===== config.mk =====
export PLATFORM = sky130hd
export DESIGN_NAME = regfile_32x32
export DESIGN_NICKNAME = d
export VERILOG_FILES = /design/src/rtl/regfile_32x32.sv
export SDC_FILE = /design/constraint.sdc
export NUM_CORES = 2
export LEC_CHECK = 0
export ABC_AREA = 1
export CORE_MARGIN = 8
export CORE_UTILIZATION = 45
export CTS_CLUSTER_SIZE = 12
export DETAILED_ROUTE_END_ITERATION = 16
export MAX_ROUTING_LAYER = met4
export PLACE_DENSITY = 0.72
export SETUP_SLACK_MARGIN = 0.3
export SLEW_MARGIN = 20
export SYNTH_ARGS = -nofsm -noshare
export SYNTH_HDL_FRONTEND = slang
export SYNTH_SLANG_ARGS = --single-unit

===== constraint.sdc =====
create_clock -name clk -period 35.9 [get_ports clk]
set_input_delay 7.18 -clock clk [delete_from_list [all_inputs] [get_ports clk]]
set_output_delay 7.18 -clock clk [all_outputs]
set_load 0.005 [all_outputs]

===== src/rtl/regfile_32x32.sv =====
// 32 x 32-bit register file with two combinational read ports, optional write-to-read
// forwarding, and a bulk clear sweep that zeroes registers 1..31 one per cycle.
module regfile_32x32 #(
    parameter int BYPASS = 1
) (
    input  logic        clk,
    input  logic        reset,
    output logic [31:0] ReadData1,
    output logic [31:0] ReadData2,
    input  logic [31:0] WriteData,
    input  logic [4:0]  ReadRegister1,
    input  logic [4:0]  ReadRegister2,
    input  logic [4:0]  WriteRegister,
    input  logic        RegWrite,
    input  logic        clear_req,
    output logic        busy,
    output logic        clear_done
);

    localparam logic IDLE  = 1'b0;
    localparam logic CLEAR = 1'b1;

    logic        state_reg;
    logic        state_next;
    logic [4:0]  cnt_reg;
    logic [4:0]  cnt_next;
    logic        clear_done_reg;
    logic        clear_done_next;
    logic        write_en;
    logic        bypass1;
    logic        bypass2;
    logic [31:0] rd_arr [0:31];

    assign busy       = (state_reg == CLEAR);
    assign clear_done = clear_done_reg;

    // Writes to r0 are dropped here so the sweep and the write path never touch it.
    assign write_en = RegWrite && !busy && (WriteRegister != 5'd0);

    always_comb begin
        state_next      = state_reg;
        cnt_next        = cnt_reg;
        clear_done_next = 1'b0;
        case (state_reg)
            IDLE: begin
                if (clear_req) begin
                    state_next = CLEAR;
                    cnt_next   = 5'd1;
                end
            end
            default: begin
                if (cnt_reg == 5'd31) begin
                    state_next      = IDLE;
                    cnt_next        = 5'd0;
                    clear_done_next = 1'b1;
                end else begin
                    cnt_next = cnt_reg + 5'd1;
                end
            end
        endcase
    end

    always_ff @(posedge clk or posedge reset) begin
        if (reset) begin
            state_reg      <= IDLE;
            cnt_reg        <= 5'd0;
            clear_done_reg <= 1'b0;
        end else begin
            state_reg      <= state_next;
            cnt_reg        <= cnt_next;
            clear_done_reg <= clear_done_next;
        end
    end

    assign rd_arr[0] = 32'd0;

    genvar gi;
    generate
        for (gi = 1; gi < 32; gi++) begin : gen_reg
            logic [31:0] q_reg;

            always_ff @(posedge clk or posedge reset) begin
                if (reset) begin
                    q_reg <= 32'd0;
                end else if (write_en && (WriteRegister == 5'(gi))) begin
                    q_reg <= WriteData;
                end else if (busy && (cnt_reg == 5'(gi))) begin
                    q_reg <= 32'd0;
                end
            end

            assign rd_arr[gi] = q_reg;
        end
    endgenerate

    // Forwarding is gated by write_en, so it is off during a sweep and for r0.
    assign bypass1 = (BYPASS != 0) && write_en && (WriteRegister == ReadRegister1);
    assign bypass2 = (BYPASS != 0) && write_en && (WriteRegister == ReadRegister2);

    assign ReadData1 = bypass1 ? WriteData : rd_arr[ReadRegister1];
    assign ReadData2 = bypass2 ? WriteData : rd_arr[ReadRegister2];

endmodule


Word level (Yosys, flattened, before mapping)
Cells that the tools add are included.

operators by class
  $add $sub $neg = 1
  $lt $le $gt $ge = 2
  equality and inequality tests = 64
  mux-type cells = 78
  bitwise operators = 2
  reductions and logical operators = 100

operators by type and width
  cell                   count
  $mux W32               68
  $bmux W32 S5           2
  $eq A5 B5 Y1 const B   32
  $eq A5 B4 Y1 const B   16
  $logic_and A1 B1 Y1    66
  $reduce_bool A2 Y1     32
  $eq A5 B3 Y1 const B   8
  $eq A5 B2 Y1 const B   4
  $mux W5                3
  $ge A6 B6 Y1 const B   2
  $not A5 Y6             2
  $eq A5 B1 Y1 const B   2
  $eq A5 B5 Y1           2
  $add A5 B1 Y5 const B  1
  $mux W1                5
  $reduce_bool A5 Y1     1
  $logic_not A1 Y1       1

storage, ports and cells
  register bits = 999
  input port bits = 51
  output and inout bits = 66
  word-level logic and storage cells = 281

Longest topological paths before layout
  word-level depth = 5
  gate-level depth with buffers = 13
  mapped depth without buffers = 12

Worst setup path before layout
OpenSTA, ideal clock, no wires.

  kind = input port to output port
  start point = in ReadRegister1[0]
  end point = out ReadData1[21]
  arrival time = 8424 ps
  data required time = 28720 ps
  slack = 20295 ps
  stages on the path = 9
  buffers on the path = 3
  cells stage by stage = buf_2 > inv_2 > buf_2 > nand2_1 > nand4_1 > nor4_2 > clkbuf_1 > nand3_1 > nand2_1

between the ends
  longest elaborated chain between the ends = 5
  elaborated cells between the ends (all ways) = 7
  classes of those cells = 1 x eq/ne; 4 x mux; 1 x bitwise; 1 x reduce/logical

RTL lines
  element                                      line  text
  start: declaration                           11    input logic [4:0] ReadRegister1,
  $not A5 Y6 (implied by the code)             100   assign ReadData1 = bypass1 ? WriteData : rd_arr[ReadRegister1];
  $bmux W32 S5                                 100
  $mux W32 (implied by the code) (2 in a row)  100
  $mux W32 (*)                                 100
  end: declaration                             8     output logic [31:0] ReadData1,

Mark *: on every way between the ends. The rest lies on a longest branch, timed or not. The select of a mux whose other input is x is not followed.

Final worst setup path
  start point = in ReadRegister2[0]
  end point = out ReadData2[21]

between the ends
  longest elaborated chain between the ends = 5
  elaborated cells between the ends (all ways) = 7
  classes of those cells = 1 x eq/ne; 4 x mux; 1 x bitwise; 1 x reduce/logical

RTL lines
  element                                      line  text
  start: declaration                           12    input logic [4:0] ReadRegister2,
  $not A5 Y6 (implied by the code)             101   assign ReadData2 = bypass2 ? WriteData : rd_arr[ReadRegister2];
  $bmux W32 S5                                 101
  $mux W32 (implied by the code) (2 in a row)  101
  $mux W32 (*)                                 101
  end: declaration                             9     output logic [31:0] ReadData2,

Marked as above.

==> flow_metrics.py <==
metrics = {
    "run_status": {
        "status": "completed",
    },
    "detailed_routing": {
        "drcViolationCount": 0,
        "drt_iter0_markers": 10100,
        "dr.pass1.iters": 7,
        "ant_nets": 0,
        "vias_per_cell": 6.41,
        "routed_wl_um": 243000,
        "vias": 62000,
        "routedWlPerCell_um": 25.2,
    },
    "clock_tree": {
        "hold_buffers": 0,
        "cts-resized-gates": 0,
        "h-tree-depth": 3,
        "tritoncts": "yes",
        "clkTransAtPathRegs_ns": 0.06,
        "clockRootBuffer": "clkbuf_16",
        "post_cts_buffers": 0,
        "clock-sinks": 999,
        "clock_path_buffers": 3,
        "cts_inserted_buffers": 105,
        "clk_latency_ns": 0.72,
    },
    "cells_and_area": {
        "layout-drive-gt1-share_pct": 4.36,
        "finalNonFillerCells": 9675,
        "n_fill_cell": 12400,
        "nets": 7985,
        "largest_reg_flops": 992,
        "final_area_um2": 62300,
        "syn_to_final_growth_pct": 7.95,
    },
    "timing": {
        "fin_setup_tns_ns": 0,
        "slew_headroom_pct": 12.5,
        "fmax_mhz": 51.8,
        "rsz0062_at_grt": "no",
        "timing.hold.ws_ns": 0.530,
        "setup_viol": 0,
        "hold_viol": 0,
        "fin_ws_ns": 16.58,
        "fin_crit_ns": 19.32,
        "tightest_slew_ns": 1.31,
        "slew_viol_final": 0,
        "post-route-period-util_pct": 53.8,
        "finalClockSkew_ns": 0.0196,
    },
    "critical_path": {
        "cp-start-kind": "input pin",
        "critPathBufInv": 6,
        "slowest_delay_ns": 0.79,
        "worstPathRequired_ns": 28.72,
        "critPathSlowestCell": "inv_8",
        "cp_data_arrival_time_ns": 12.14,
        "crit_fanout": 209,
        "critPathTopFamily": "buffers and inverters",
        "cp_cell_sequence": "buf_8 -> inv_8 -> buf_12 -> buf_4 -> nand2_1 -> nand4_1 -> nand3b_1 -> buf_4 -> nand3_1 -> nand2_1 -> clkdlybuf4s50_1",
        "path_class": "in2out",
        "endpoint_kind": "primary output",
    },
    "global_route": {
        "grt_pass1_vias": 59300,
        "grt_overflow": 0,
        "antenna_found_initial": 5,
        "grt_first_pass_wirelength_um": 364000,
        "track_usage_pct": 34.1,
        "grt_max_degree": 210,
    },
    "die": {
        "start_util_pct": 45.3,
        "io_pins": 117,
        "floorplan.die_area_um2": 140000,
        "dieHeight_um": 374,
        "die_x_um": 374,
        "core_um2": 128000,
        "core.rowCount": 131,
    },
    "synthesis": {
        "synthCells": 8312,
        "synth_nets": 8370,
        "synthesis.area_um2": 57700,
        "yosys_warnings": 0,
        "syn_avg_cell_area_um2": 6.95,
        "synth_cell_types": 28,
        "yosysSeqAreaShare_pct": 43.3,
        "ys_seq_elements": 999,
    },
    "place": {
        "placed_cells": 9481,
        "dpl.hpwl_um": 125000,
        "placed_cell_area_um2": 58900,
        "pre_cts_ws_ns": 16.96,
        "io_buffers": 116,
        "gp_congestion": 0.939,
    },
    "flow_run": {
        "max_cap_viol_count": 0,
    },
    "power": {
        "ir_drop_v": 0.0000419,
        "p_per_area_nw_per_um2": 49.8,
        "power.leakage_nw": 31.2,
    },
    "hold_path": {
        "hold_class": "reg2reg",
    },
}
## through the flow
step / util (%) / total power, mW
5_1_grt: 48.9 / 3.20
3_5_place_dp: 46.2 / 1.99
6_report: 48.9 / 3.11
2_1_floorplan: - / 1.76
3_3_place_gp: 46.2 / 1.98
4_1_cts: 48.8 / 3.07
## final timing paths
| check | start | end | slack [ns] | cells past startpoint |
|---|---|---|---|---|
| setup / recovery | ReadRegister2[0] | ReadData2[21] | 16.58 | 11 |
| hold / removal | gen_reg[5].q_reg[20] | gen_reg[5].q_reg[20] | 0.53 | 2 |
| setup reg to reg | busy | gen_reg[10].q_reg[17] | 32.35 | 10 |
| hold reg to reg | gen_reg[5].q_reg[20] | gen_reg[5].q_reg[20] | 0.53 | 2 |
| max in group asynchronous | reset | gen_reg[14].q_reg[21] | 25.59 | 5 |
| min in group asynchronous | reset | gen_reg[28].q_reg[7] | 7.15 | 2 |
## cell families after synthesis
group,after synthesis,share of synthesized area (%)
flip-flops,999,43.3
AO/OA/AOI/OAI,998,10.2
buffers and inverters,1630,11.3
adder cells (fa/ha/maj),7,0.152
XOR/XNOR,7,0.106
AND/OR/NAND/NOR,4671,35.0
## synth_stat cells (all sizes together)
| cell | count | share of area [%] |
|---|---|---|
| nand4 | 4 | 0.069 |
| nand3 | 2026 | 18 |
| buf | 325 | 2.8 |
| xor2 | 7 | 0.11 |
| clkinv | 34 | 0.22 |
| nand3b | 2 | 0.026 |
| o32ai | 1 | 0.015 |
| inv | 879 | 5.7 |
| a21oi | 2 | 0.017 |
| dfrtp | 999 | 43 |
| clkbuf | 392 | 2.5 |
| o22ai | 706 | 7.6 |
| ha | 7 | 0.15 |
| nor4 | 2 | 0.043 |
| o21ai | 289 | 2.5 |
| nand2 | 2468 | 16 |
| nor2 | 167 | 1.1 |
| nor3 | 2 | 0.017 |
## per-layer routing
| layer | global-route usage (%) | up-vias | wire, um |
|---|---|---|---|
| met4 | 22.5 | 0 | 19000 |
| met1 | 41.6 | 28800 | 85900 |
| met2 | 48.7 | 5300 | 101000 |
| met3 | 10.5 | 1324 | 37800 |
| li1 | - | 26500 | - |
| met5 | - | - | 0 |
## final cells by class
type / count / area (um2) / area share [%]
diodes: 6 / 15.0 / 0.0241
clock buffers: 159 / 3130 / 5.02
clock inverters: 28 / 216 / 0.347
inverters: 913 / 3470 / 5.57
multi-input cells: 5683 / 26300 / 42.2
flip-flops and latches: 999 / 25000 / 40.1
well taps: 1662 / 2080 / 3.34
repair buffers: 225 / 2110 / 3.39
## worst reg2reg max path, cell delays in order (launching register included)
cell	delay (ns)
dfrtp_1	0.48
nor2_1	0.30
nand2_1	0.17
inv_2	0.07
buf_4	0.74
nand2_1	0.16
inv_2	0.20
nand2_1	0.12
inv_2	0.93
nand2_1	0.16
o21ai_0	0.13
## layout by cell type, fill, tap and decap left out, types with 29 or more instances in the layout
| cell | n |
|---|---|
| inv_1 | 863 |
| o21ai_1 | 39 |
| nor2_1 | 164 |
| o21ai_0 | 250 |
| dfrtp_1 | 999 |
| o22ai_1 | 706 |
| nand3_1 | 2019 |
| clkinv_1 | 29 |
| nand2_2 | 31 |
| clkdlybuf4s50_1 | 106 |
| nand2_1 | 2434 |
| clkbuf_16 | 106 |
| buf_4 | 99 |
## power by group
part,switching (mW),total (mW),internal (mW)
sequential,0.0388,1.27,1.24
clock,0.486,1.09,0.606
combinational,0.539,0.739,0.199
total,1.06,3.11,2.04
(Power assumes the default switching activity.)
